`src/rtl/alu_pkg.sv`:
```
// Shared types for the ALU command path.
//   alu_op_e  : 3-bit ALU opcode. The issue unit passes it through and never
//               interprets it.
//   alu_cmd_t : one queued command {op, a, b} at the default ALU width.
package alu_pkg;

  localparam int ALU_N = 4;

  typedef enum logic [2:0] {
    ADD = 3'd0,
    SUB = 3'd1,
    DEC = 3'd2,
    INC = 3'd3,
    NOT = 3'd4,
    AND = 3'd5,
    OR  = 3'd6,
    XOR = 3'd7
  } alu_op_e;

  typedef struct packed {
    alu_op_e          op;
    logic [ALU_N-1:0] a;
    logic [ALU_N-1:0] b;
  } alu_cmd_t;

endpackage

```
`src/rtl/alu_issue_unit_if.sv`:
```
// Command and result handshake bundle for alu_issue_unit.
//   cmd_* : producer -> unit, valid/ready command channel
//   res_* : unit -> consumer, valid/ready result channel
// The slave modport is the unit side. The master modport is the
// producer/consumer side.
interface alu_issue_unit_if #(parameter int N = 4);
  import alu_pkg::*;

  logic          cmd_valid;
  logic          cmd_ready;
  alu_op_e       cmd_opcode;
  logic [N-1:0]  cmd_a;
  logic [N-1:0]  cmd_b;

  logic          res_valid;
  logic          res_ready;
  logic [N-1:0]  res_y;
  logic          res_overflow;
  alu_op_e       res_opcode;

  modport slave (
    input  cmd_valid, cmd_opcode, cmd_a, cmd_b, res_ready,
    output cmd_ready, res_valid, res_y, res_overflow, res_opcode
  );

  modport master (
    output cmd_valid, cmd_opcode, cmd_a, cmd_b, res_ready,
    input  cmd_ready, res_valid, res_y, res_overflow, res_opcode
  );
endinterface

```
`src/rtl/alu_cmd_fifo.sv`:
```
// In-order command storage for alu_issue_unit.
//   clk, rst_n : clock, async active-low reset
//   flush      : synchronous clear of pointers and count
//   push/wdata : write request. It is ignored when full.
//   pop        : drop the head entry. It is ignored when empty.
//   rdata      : head entry. It is combinational from storage and only
//                meaningful when !empty.
//   count      : occupancy. It has one extra bit so that full (DEPTH) is
//                distinct from empty (0).
//   full/empty : occupancy flags
module alu_cmd_fifo #(
  parameter int W     = 11,
  parameter int DEPTH = 4,
  localparam int AW   = $clog2(DEPTH)
) (
  input  logic         clk,
  input  logic         rst_n,
  input  logic         flush,
  input  logic         push,
  input  logic [W-1:0] wdata,
  input  logic         pop,
  output logic [W-1:0] rdata,
  output logic [AW:0]  count,
  output logic         full,
  output logic         empty
);

  logic [W-1:0]  mem [DEPTH];
  logic [AW-1:0] wr_ptr, rd_ptr;
  logic          do_push, do_pop;

  assign full    = (count == (AW+1)'(DEPTH));
  assign empty   = (count == '0);
  // Full blocks a push even when a pop happens on the same edge. This keeps
  // cmd_ready a pure function of occupancy.
  assign do_push = push && !full;
  assign do_pop  = pop && !empty;
  assign rdata   = mem[rd_ptr];

  // Pointers wrap naturally because DEPTH is a power of two.
  always_ff @(posedge clk or negedge rst_n) begin
    if (!rst_n) begin
      wr_ptr <= '0;
      rd_ptr <= '0;
      count  <= '0;
    end else if (flush) begin
      wr_ptr <= '0;
      rd_ptr <= '0;
      count  <= '0;
    end else begin
      if (do_push) wr_ptr <= wr_ptr + 1'b1;
      if (do_pop)  rd_ptr <= rd_ptr + 1'b1;
      case ({do_push, do_pop})
        2'b10:   count <= count + 1'b1;
        2'b01:   count <= count - 1'b1;
        default: count <= count;
      endcase
    end
  end

  // Storage needs no reset. The empty flag masks stale entries.
  always_ff @(posedge clk) begin
    if (do_push && !flush) mem[wr_ptr] <= wdata;
  end

endmodule

```
`src/rtl/alu_issue_unit.sv`:
```
// Command queue and result register around a combinational ALU.
//   clk, rst_n   : clock, async active-low reset
//   flush        : synchronous clear of the queue and the result register
//   bus (slave)  : cmd_* command handshake in, res_* result handshake out
//   alu_opcode/alu_a/alu_b : head command driven to the ALU. All are zero
//                  when the queue is empty.
//   alu_y/alu_overflow     : ALU response, captured on issue
//   count        : queue occupancy. The result register is not counted.
module alu_issue_unit
  import alu_pkg::*;
#(
  parameter int N     = 4,
  parameter int DEPTH = 4
) (
  input  logic                     clk,
  input  logic                     rst_n,
  input  logic                     flush,
  alu_issue_unit_if.slave          bus,
  output logic [2:0]               alu_opcode,
  output logic [N-1:0]             alu_a,
  output logic [N-1:0]             alu_b,
  input  logic [N-1:0]             alu_y,
  input  logic                     alu_overflow,
  output logic [$clog2(DEPTH):0]   count
);

  localparam int CW = 3 + 2*N;

  logic [CW-1:0] head;
  logic          q_full, q_empty;
  logic          issue;

  logic          res_valid_q;
  logic [N-1:0]  res_y_q;
  logic          res_ovf_q;
  alu_op_e       res_op_q;

  // Issue whenever a head exists and the result slot is free or being
  // drained this edge. A command pushed into an empty queue becomes the
  // head only after its push edge, so it issues one edge later.
  assign issue = !q_empty && (!res_valid_q || bus.res_ready);

  alu_cmd_fifo #(.W(CW), .DEPTH(DEPTH)) u_fifo (
    .clk   (clk),
    .rst_n (rst_n),
    .flush (flush),
    .push  (bus.cmd_valid),
    .wdata ({bus.cmd_opcode, bus.cmd_a, bus.cmd_b}),
    .pop   (issue),
    .rdata (head),
    .count (count),
    .full  (q_full),
    .empty (q_empty)
  );

  assign bus.cmd_ready = !q_full;

  always_comb begin
    {alu_opcode, alu_a, alu_b} = q_empty ? '0 : head;
  end

  always_ff @(posedge clk or negedge rst_n) begin
    if (!rst_n) begin
      res_valid_q <= 1'b0;
      res_y_q     <= '0;
      res_ovf_q   <= 1'b0;
      res_op_q    <= ADD;
    end else if (flush) begin
      res_valid_q <= 1'b0;
    end else if (issue) begin
      res_valid_q <= 1'b1;
      res_y_q     <= alu_y;
      res_ovf_q   <= alu_overflow;
      res_op_q    <= alu_op_e'(alu_opcode);
    end else if (res_valid_q && bus.res_ready) begin
      // Drain only. The data fields hold their last value.
      res_valid_q <= 1'b0;
    end
  end

  assign bus.res_valid    = res_valid_q;
  assign bus.res_y        = res_y_q;
  assign bus.res_overflow = res_ovf_q;
  assign bus.res_opcode   = res_op_q;

endmodule

```
`src/flat_wrapper.sv`:
```
// flat-port wrapper written by rule: the top's interface ports become plain ports
module alu_issue_unit_flat import alu_pkg::*;
#(
  parameter int N     = 4,
  parameter int DEPTH = 4
)
  (clk, rst_n, flush, alu_opcode, alu_a, alu_b, alu_y, alu_overflow, count, bus_cmd_valid, bus_cmd_opcode, bus_cmd_a, bus_cmd_b, bus_res_ready, bus_cmd_ready, bus_res_valid, bus_res_y, bus_res_overflow, bus_res_opcode);
  alu_issue_unit_if #(.N(N)) bus_i ();
  input  logic clk;
  input  logic rst_n;
  input  logic flush;
  output logic [2:0] alu_opcode;
  output logic [N-1:0] alu_a;
  output logic [N-1:0] alu_b;
  input  logic [N-1:0] alu_y;
  input  logic alu_overflow;
  output logic [$clog2(DEPTH):0] count;
  input wire logic [$bits(bus_i.cmd_valid)-1:0] bus_cmd_valid;
  input wire logic [$bits(bus_i.cmd_opcode)-1:0] bus_cmd_opcode;
  input wire logic [$bits(bus_i.cmd_a)-1:0] bus_cmd_a;
  input wire logic [$bits(bus_i.cmd_b)-1:0] bus_cmd_b;
  input wire logic [$bits(bus_i.res_ready)-1:0] bus_res_ready;
  output wire logic [$bits(bus_i.cmd_ready)-1:0] bus_cmd_ready;
  output wire logic [$bits(bus_i.res_valid)-1:0] bus_res_valid;
  output wire logic [$bits(bus_i.res_y)-1:0] bus_res_y;
  output wire logic [$bits(bus_i.res_overflow)-1:0] bus_res_overflow;
  output wire logic [$bits(bus_i.res_opcode)-1:0] bus_res_opcode;
  assign bus_i.cmd_valid = bus_cmd_valid;
  assign bus_i.cmd_opcode = bus_cmd_opcode;
  assign bus_i.cmd_a = bus_cmd_a;
  assign bus_i.cmd_b = bus_cmd_b;
  assign bus_i.res_ready = bus_res_ready;
  assign bus_cmd_ready = bus_i.cmd_ready;
  assign bus_res_valid = bus_i.res_valid;
  assign bus_res_y = bus_i.res_y;
  assign bus_res_overflow = bus_i.res_overflow;
  assign bus_res_opcode = bus_i.res_opcode;
  alu_issue_unit #(.N(N), .DEPTH(DEPTH)) u_core (.clk(clk), .rst_n(rst_n), .flush(flush), .bus(bus_i), .alu_opcode(alu_opcode), .alu_a(alu_a), .alu_b(alu_b), .alu_y(alu_y), .alu_overflow(alu_overflow), .count(count));
endmodule
```
`config.mk`:
```
export PLATFORM = sky130hd
export DESIGN_NAME = alu_issue_unit_flat
export DESIGN_NICKNAME = d
export VERILOG_FILES = /design/src/rtl/alu_pkg.sv /design/src/rtl/alu_issue_unit_if.sv /design/src/rtl/alu_cmd_fifo.sv /design/src/rtl/alu_issue_unit.sv /design/src/flat_wrapper.sv
export SDC_FILE = /design/constraint.sdc
export NUM_CORES = 1
export LEC_CHECK = 0
export ABC_AREA = 0
export CAP_MARGIN = 20
export CORE_UTILIZATION = 43
export CTS_BUF_LIST = sky130_fd_sc_hd__clkbuf_4 sky130_fd_sc_hd__clkbuf_8
export CTS_CLUSTER_DIAMETER = 150
export DETAILED_ROUTE_END_ITERATION = 12
export PLACE_DENSITY = 0.72
export SETUP_SLACK_MARGIN = 0.5
export SLEW_MARGIN = 15
export SYNTH_ARGS = -nofsm -noshare
export SYNTH_HDL_FRONTEND = slang
export SYNTH_HIERARCHICAL = 1
export SYNTH_SLANG_ARGS = --single-unit
```
`constraint.sdc`:
```
create_clock -name clk -period 8.14 [get_ports clk]
set_input_delay 1.628 -clock clk [delete_from_list [all_inputs] [get_ports clk]]
set_output_delay 1.628 -clock clk [all_outputs]
set_load 0.02 [all_outputs]
```
**Yosys cells after proc, flatten, opt, wreduce, memory -nomap -nowiden**

Memory sizes are Yosys's and may differ from the RTL's.
Index checks and enable logic that the tools add are counted.

- Add/subtract/negate cells: 4
- Reductions and logical operators: 16
- Bitwise gates (word level): 1
- Multiplexer cells: 12
- Shifts and indexed selects: 0
- Multipliers: 0
- Divide/modulo/power cells: 0
- $lt $le $gt $ge: 0
- Eq/ne operators: 3

Operators by type and width:

| cell | count |
|---|---|
| 11-bit two-way mux | 1 |
| 2-bit two-way mux | 4 |
| 3-bit case mux with 2 select lines | 1 |
| 3-bit nonzero test | 2 |
| 1-bit logical AND | 5 |
| 1-bit two-way mux | 5 |
| 2-bit by 1-bit adder with 2-bit output (second input constant) | 2 |
| 1-bit zero test | 4 |
| 2-bit nonzero test | 2 |
| 3-bit by 1-bit adder with 3-bit output (second input constant) | 1 |
| 3-bit == test (second input constant) | 1 |
| 3-bit zero test | 1 |
| 3-bit two-way mux | 1 |
| 3-bit by 1-bit subtractor with 3-bit output (second input constant) | 1 |
| 2-bit by 1-bit == test with 1-bit output (second input constant) | 1 |
| 2-bit == test (second input constant) | 1 |
| 2-bit AND reduction | 1 |
| 1-bit logical OR | 1 |
| 1-bit inverter | 1 |

- Bits in writable memories: 44
- Output and inout port bits: 24
- Memories kept: 1
- Word-level logic and storage cells: 44
- Bits in latches: 0
- Flip-flop bits (word level): 16
- ROM bits: 0
- Input port bits: 21

Memory list:

| memory | words | width | rd ports | clocked after memory_dff | wr ports | line | RTL |
|---|---|---|---|---|---|---|---|
| u_core.u_fifo.mem | 4 | 11 | 1 | 0 | 1 | alu_cmd_fifo.sv:28 | `logic [W-1:0] mem [DEPTH];` |

**Longest topological paths before layout**

- Depth in word-level cells: 7
- Mapped depth: 12
- Depth with buffers taken out: 9

**Hierarchy**

The synthesis kept the hierarchy.

Modules (own cells, without submodules):

| module | cells an instance | times used | seq. area each (µm²) | area each (µm²) |
|---|---|---|---|---|
| alu_cmd_fifo | 121 | 1 | 1496.4 | 2135.8 |
| alu_issue_unit | 36 | 1 | 225.2 | 469.2 |

**Worst setup path after synthesis**

Ideal clock, no wire load.

- Path type: input -> register
- Start: in bus_res_ready
- End: reg u_core.u_fifo.count[2]
- Setup slack: 4.987 ns
- Data arrival time: 3.071 ns
- Data required time: 8.058 ns
- Setup time: 0.082 ns
- Buffers on the path: 1
- Stages on the path: 10
- Path through: nor2b_4 nor2_1 buf_2 o21ai_1 a21oi_1 fa_1 nor3_1 a22o_1 nand2_1 a31oi_1

- Longest elaborated chain between the ends: 6
- Elaborated cells on any way between the ends: 8
- Classes of those cells: eq/ne: 2; mux: 2; reduce/logical: 4

Ends and longest elaborated chain:

| element | line | RTL |
|---|---|---|
| from (decl) | flat_wrapper.sv:22 | `input wire logic [$bits(bus_i.res_ready)-1:0] bus_res_ready;` |
| 1-bit logical OR (*) | alu_issue_unit.sv:41 | `assign issue = !q_empty && (!res_valid_q \|\| bus.res_ready);` |
| 1-bit logical AND (*) | alu_issue_unit.sv:41 |  |
| named net u_core.issue | alu_issue_unit.sv:31 | `logic issue;` |
| 1-bit logical AND (*) | alu_cmd_fifo.sv:37 | `assign do_pop = pop && !empty;` |
| 2-bit by 1-bit == test with 1-bit output / 2-bit == test (equally long branches) | alu_cmd_fifo.sv:53 | `case ({do_push, do_pop})` |
| 3-bit case mux with 2 select lines | alu_cmd_fifo.sv:53 |  |
| 3-bit two-way mux | alu_cmd_fifo.sv:46 | `end else if (flush) begin` |
| to (signal assigned) | alu_cmd_fifo.sv:54 | `2'b10: count <= count + 1'b1;` |
| to (signal assigned) | alu_cmd_fifo.sv:55 | `2'b01: count <= count - 1'b1;` |
| to (signal assigned) | alu_cmd_fifo.sv:56 | `default: count <= count;` |
| to (decl) | alu_cmd_fifo.sv:23 | `output logic [AW:0] count,` |

The timed path passes the listed nets; every way through them passes the cells marked *.
A chain may end at the register's enable or synchronous reset.

**Worst setup path in the final report**

- Start: reg u_core.u_fifo.rd_ptr[0]
- End: out alu_a[2]

- Longest elaborated chain between the ends: 2

Ends and longest elaborated chain:

| element | line | RTL |
|---|---|---|
| from (decl) | alu_cmd_fifo.sv:29 | `logic [AW-1:0] wr_ptr, rd_ptr;` |
| from (signal assigned) | alu_cmd_fifo.sv:52 | `if (do_pop) rd_ptr <= rd_ptr + 1'b1;` |
| memory 4 x 11 bit | n/a |  |
| named net u_core.head[6] | alu_issue_unit.sv:29 | `logic [CW-1:0] head;` |
| 11-bit two-way mux | alu_issue_unit.sv:59 | `{alu_opcode, alu_a, alu_b} = q_empty ? '0 : head;` |
| to (decl) | flat_wrapper.sv:13 | `output logic [N-1:0] alu_a;` |

The timed path passes the listed nets, and every way through them passes these cells.

==> metrics.log <==
[metrics] result of the run: finished, final reports clean
[metrics] Post-Syn Instances: 157
[metrics] mux share of post-synthesis cell area: 14.5%
[metrics] crit-path max FO: 13
[metrics] required time at the endpoint of the critical path: 6.51 ns
[metrics] count of endpoints failing setup in the final report: 0
[metrics] area of the multi-input gates: 816 µm²
[metrics] die extent in y: 79.8 µm
[metrics] leading post-synthesis cells by cell area: sky130_fd_sc_hd__edfxtp_1 51%, sky130_fd_sc_hd__dfrtp_1 15%, sky130_fd_sc_hd__mux4_2 9.5%, sky130_fd_sc_hd__mux2_4 4.6%, sky130_fd_sc_hd__nor2b_1 2.6%
[metrics] clock latency of the later-clocked register in the worst-skew pair: 0.33 ns
[metrics] crit path kind: reg -> out
[metrics] buffer and inverter count on the worst path: 1
[metrics] achievable frequency: 0.242 GHz
[metrics] Final HPWL DP: 3140 µm
[metrics] Max-Slew Margin vs Limit: 42.3%
[metrics] CTS H-tree depth: 3
[metrics] ratio of cells with drive above 1 in the final layout: 19.5%
[metrics] gr ovfl total: 0
[metrics] highest-delay cell along the critical path: sky130_fd_sc_hd__dfrtp_1
[metrics] Syn Std Cell Area: 2600 µm²
[metrics] max-cap viol count: 0
[metrics] antenna violations before repair: 0
[metrics] first-pass iteration count of the detailed router: 4
[metrics] DRT Wirelength: 4700 µm
[metrics] diode count: 0
[metrics] synthesis-to-finish area growth: 26.4%
[metrics] final cycle utilization of the critical path: 50.7%
[metrics] worst path arrival time: 2.50 ns
[metrics] wire length of the first global-routing pass: 7620 µm
[metrics] I/O pin count: 45
[metrics] count of cell types in the netlist: 36
[metrics] total global-route track usage: 16.7%
[metrics] vias in the first global route: 1528
[metrics] leading register cell type out of synthesis: sky130_fd_sc_hd__edfxtp_1
[metrics] clock tree from TritonCTS: done
[metrics] unrepaired setup endpoints after global routing: false
[metrics] number of hold violations in the final report: 0
[metrics] cell types with the highest counts after synthesis: 44 x sky130_fd_sc_hd__edfxtp_1, 16 x sky130_fd_sc_hd__dfrtp_1, 11 x sky130_fd_sc_hd__mux4_2, 11 x sky130_fd_sc_hd__nor2b_1, 9 x sky130_fd_sc_hd__nor2_1
[metrics] max incr delay on CP: 0.85 ns
[metrics] area share of the largest cell type after synthesis: 50.7%
[metrics] Static Leakage: 1.17 nW
[metrics] area of the die: 6370 µm²
[metrics] worst hold path class: reg -> reg
[metrics] number of DRC markers in iteration 0: 72
[metrics] chip width: 79.8 µm
[metrics] FF+latch count, synth: 60
[metrics] Post-Synthesis Net Count: 183
[metrics] power density over cell area: 307 nW/µm²
[metrics] post-CTS setup repair buffer count: 0
[metrics] number of standard cells in the final layout excluding fillers: 282
[metrics] vias post-DR: 1478
[metrics] DRC Markers: 0
[metrics] number of clock sinks seen by CTS: 60
[metrics] transition time at the pin with the least slew margin: 0.859 ns
[metrics] hold_buf cts: 0
[metrics] Register Area: 1720 µm²
[metrics] library cell with the highest instance count after synthesis: sky130_fd_sc_hd__edfxtp_1
[metrics] adder-cell share of the synthesized area: 2.69%
[metrics] buffer depth of the longest clock path: 2
[metrics] Cell Chain, Critical Path: mux4_2 > nor2b_1 > clkdlybuf4s50_1
[metrics] simple-gate share of the synthesized area: 9.08%
[metrics] Top delay family on crit path: flip-flops
[metrics] DR vias/cell: 5.24
[metrics] Setup TNS: 0 ns
[metrics] library cell with the largest summed area after synthesis: sky130_fd_sc_hd__edfxtp_1
[metrics] Num CTS Buffers: 9
[metrics] placer congestion estimate: 0.733
[metrics] post-synthesis sequential area ratio: 66.1%
[metrics] complex-gate fraction of the synthesized area: 3.70%
[metrics] Post-Syn Area per Cell: 16.6 µm²
[metrics] CORE AREA: 5680 µm²
[metrics] IO buf count: 44
[metrics] Yosys warning total: 6
[metrics] EDFF count, synth: 44
[metrics] xor/xnor cell area share of the yosys netlist: 1.34%
[metrics] startpoint class of the critical path: register
[metrics] number of fillers in the final layout: 436
[metrics] master cell of the clock root buffer: sky130_fd_sc_hd__clkbuf_8
[metrics] drt wl/cell: 16.7 µm
[metrics] post-route minimum period: 4.13 ns
[metrics] Max Transition Viols Final: 0
[metrics] number of placed instances with taps included: 266
[metrics] net count of the finished layout: 231
[metrics] Row Count: 27
[metrics] count of antenna-violating nets left after detailed routing: 0
[metrics] post_cts resized: 0
[metrics] largest net degree at the start of global routing: 17
[metrics] share of flip-flops with an asynchronous set or reset after synthesis: 26.7%
[metrics] dominant combinational cell family by area after synthesis: multiplexers
[metrics] effective utilization at floorplan: 45.9%
[metrics] type of destination of the critical path: primary output
[metrics] worst voltage drop across the vdd grid: 0.183 mV
[metrics] clock tree skew after final layout: 0.00560 ns
[metrics] clock input transition at the sequential cells of the worst setup and hold paths: 0.06 ns
## layer usage
metal  vias up  wire length (µm)  track usage [%]  share of wire, %
li1        678                 -                -                 -
met1       736              1990             20.2                42
met2        59              2310             27.3                49
met3         5               356             7.31               7.6
met4         0                40             4.29              0.85
met5         -                 0                0                 0
## flip-flops by register name (all words and copies together), names as in the netlist
name	flops
u_core/bus.res_overflow	1
u_core/u_fifo/count	3
u_core/bus.res_opcode	3
u_core/bus.res_valid	1
u_core/u_fifo/wr_ptr	2
u_core/bus.res_y	4
u_core/u_fifo/rd_ptr	2
u_core/u_fifo/mem	44
## layout make-up
cell class              count  area share [%]
clock inverters             4            1.52
flip-flops and latches     60            52.3
repair buffers             45            13.6
well taps                  72            2.74
inverters                   4           0.456
multi-input cells          85            24.8
clock buffers              12            4.64
## worst paths after layout
kind                                          from                      end  slack [ns]  cells after the start
setup / recovery           u_core/u_fifo/rd_ptr[0]                 alu_a[2]        4.01                      3
hold / removal             u_core/bus.res_overflow  u_core/bus.res_overflow        0.51                      1
setup reg to reg            u_core/u_fifo/count[0]   u_core/u_fifo/count[2]        4.99                     10
hold reg to reg            u_core/bus.res_overflow  u_core/bus.res_overflow        0.51                      1
max in group asynchronous                    rst_n  u_core/bus.res_overflow        5.94                      1
min in group asynchronous                    rst_n  u_core/u_fifo/wr_ptr[0]        1.74                      1
## worst register-to-register path: cells and delay by family (launching register included)
family / cells / cell delay, ns
flip-flops: 1 / 0.50
adder cells (fa/ha/maj): 1 / 0.47
buffers and inverters: 1 / 0.31
AND/OR/NAND/NOR: 4 / 1.20
AO/OA/AOI/OAI: 4 / 0.59
## power breakdown
part / switching (mW) / internal, mW / leakage, nW
clock: 0.105 / 0.156 / 0.0994
sequential: 0.0356 / 0.367 / 0.603
combinational: 0.166 / 0.183 / 0.466
total: 0.306 / 0.706 / 1.17
## cells by family after synthesis
logic type | count (synthesis)
AOI/OAI and AO/OA | 14
and+or+nand+nor | 42
muxes | 20
DFF | 60
xor gates and xnor gates | 4
adders and majority gates | 5
buffers and inverters | 12
## stage by stage
step	setup WS, ns	instance area, µm²	power, mW	hold slack (ns)	util, %
after floorplan	4.99	2610	0.622	0.542	-
after global placement	4.24	3090	0.747	0.492	54.5
after detailed placement	4.10	3090	0.758	0.493	54.5
after CTS	3.93	3290	1.02	0.510	58.0
after global routing	3.83	3290	1.07	0.536	58.0
final	4.01	3290	1.01	0.508	58.0
## placed cells by master, fill, tap and decap left out, types with 3 or more instances in the layout
cell,synthesis,final
sky130_fd_sc_hd__clkdlybuf4s50_1,0,44
sky130_fd_sc_hd__edfxtp_1,44,44
sky130_fd_sc_hd__dfrtp_1,16,16
sky130_fd_sc_hd__nor2b_1,11,11
sky130_fd_sc_hd__mux4_2,11,11
sky130_fd_sc_hd__clkbuf_8,0,10
sky130_fd_sc_hd__nor2_1,9,9
sky130_fd_sc_hd__mux2_4,8,8
sky130_fd_sc_hd__and2_1,5,5
sky130_fd_sc_hd__nand2_1,4,4
sky130_fd_sc_hd__o21ai_0,4,4
sky130_fd_sc_hd__ha_1,4,4
sky130_fd_sc_hd__inv_1,3,3
sky130_fd_sc_hd__nor3_1,3,3
sky130_fd_sc_hd__a21oi_1,3,3
sky130_fd_sc_hd__nand3_1,3,3
(Power assumes the default switching activity.)
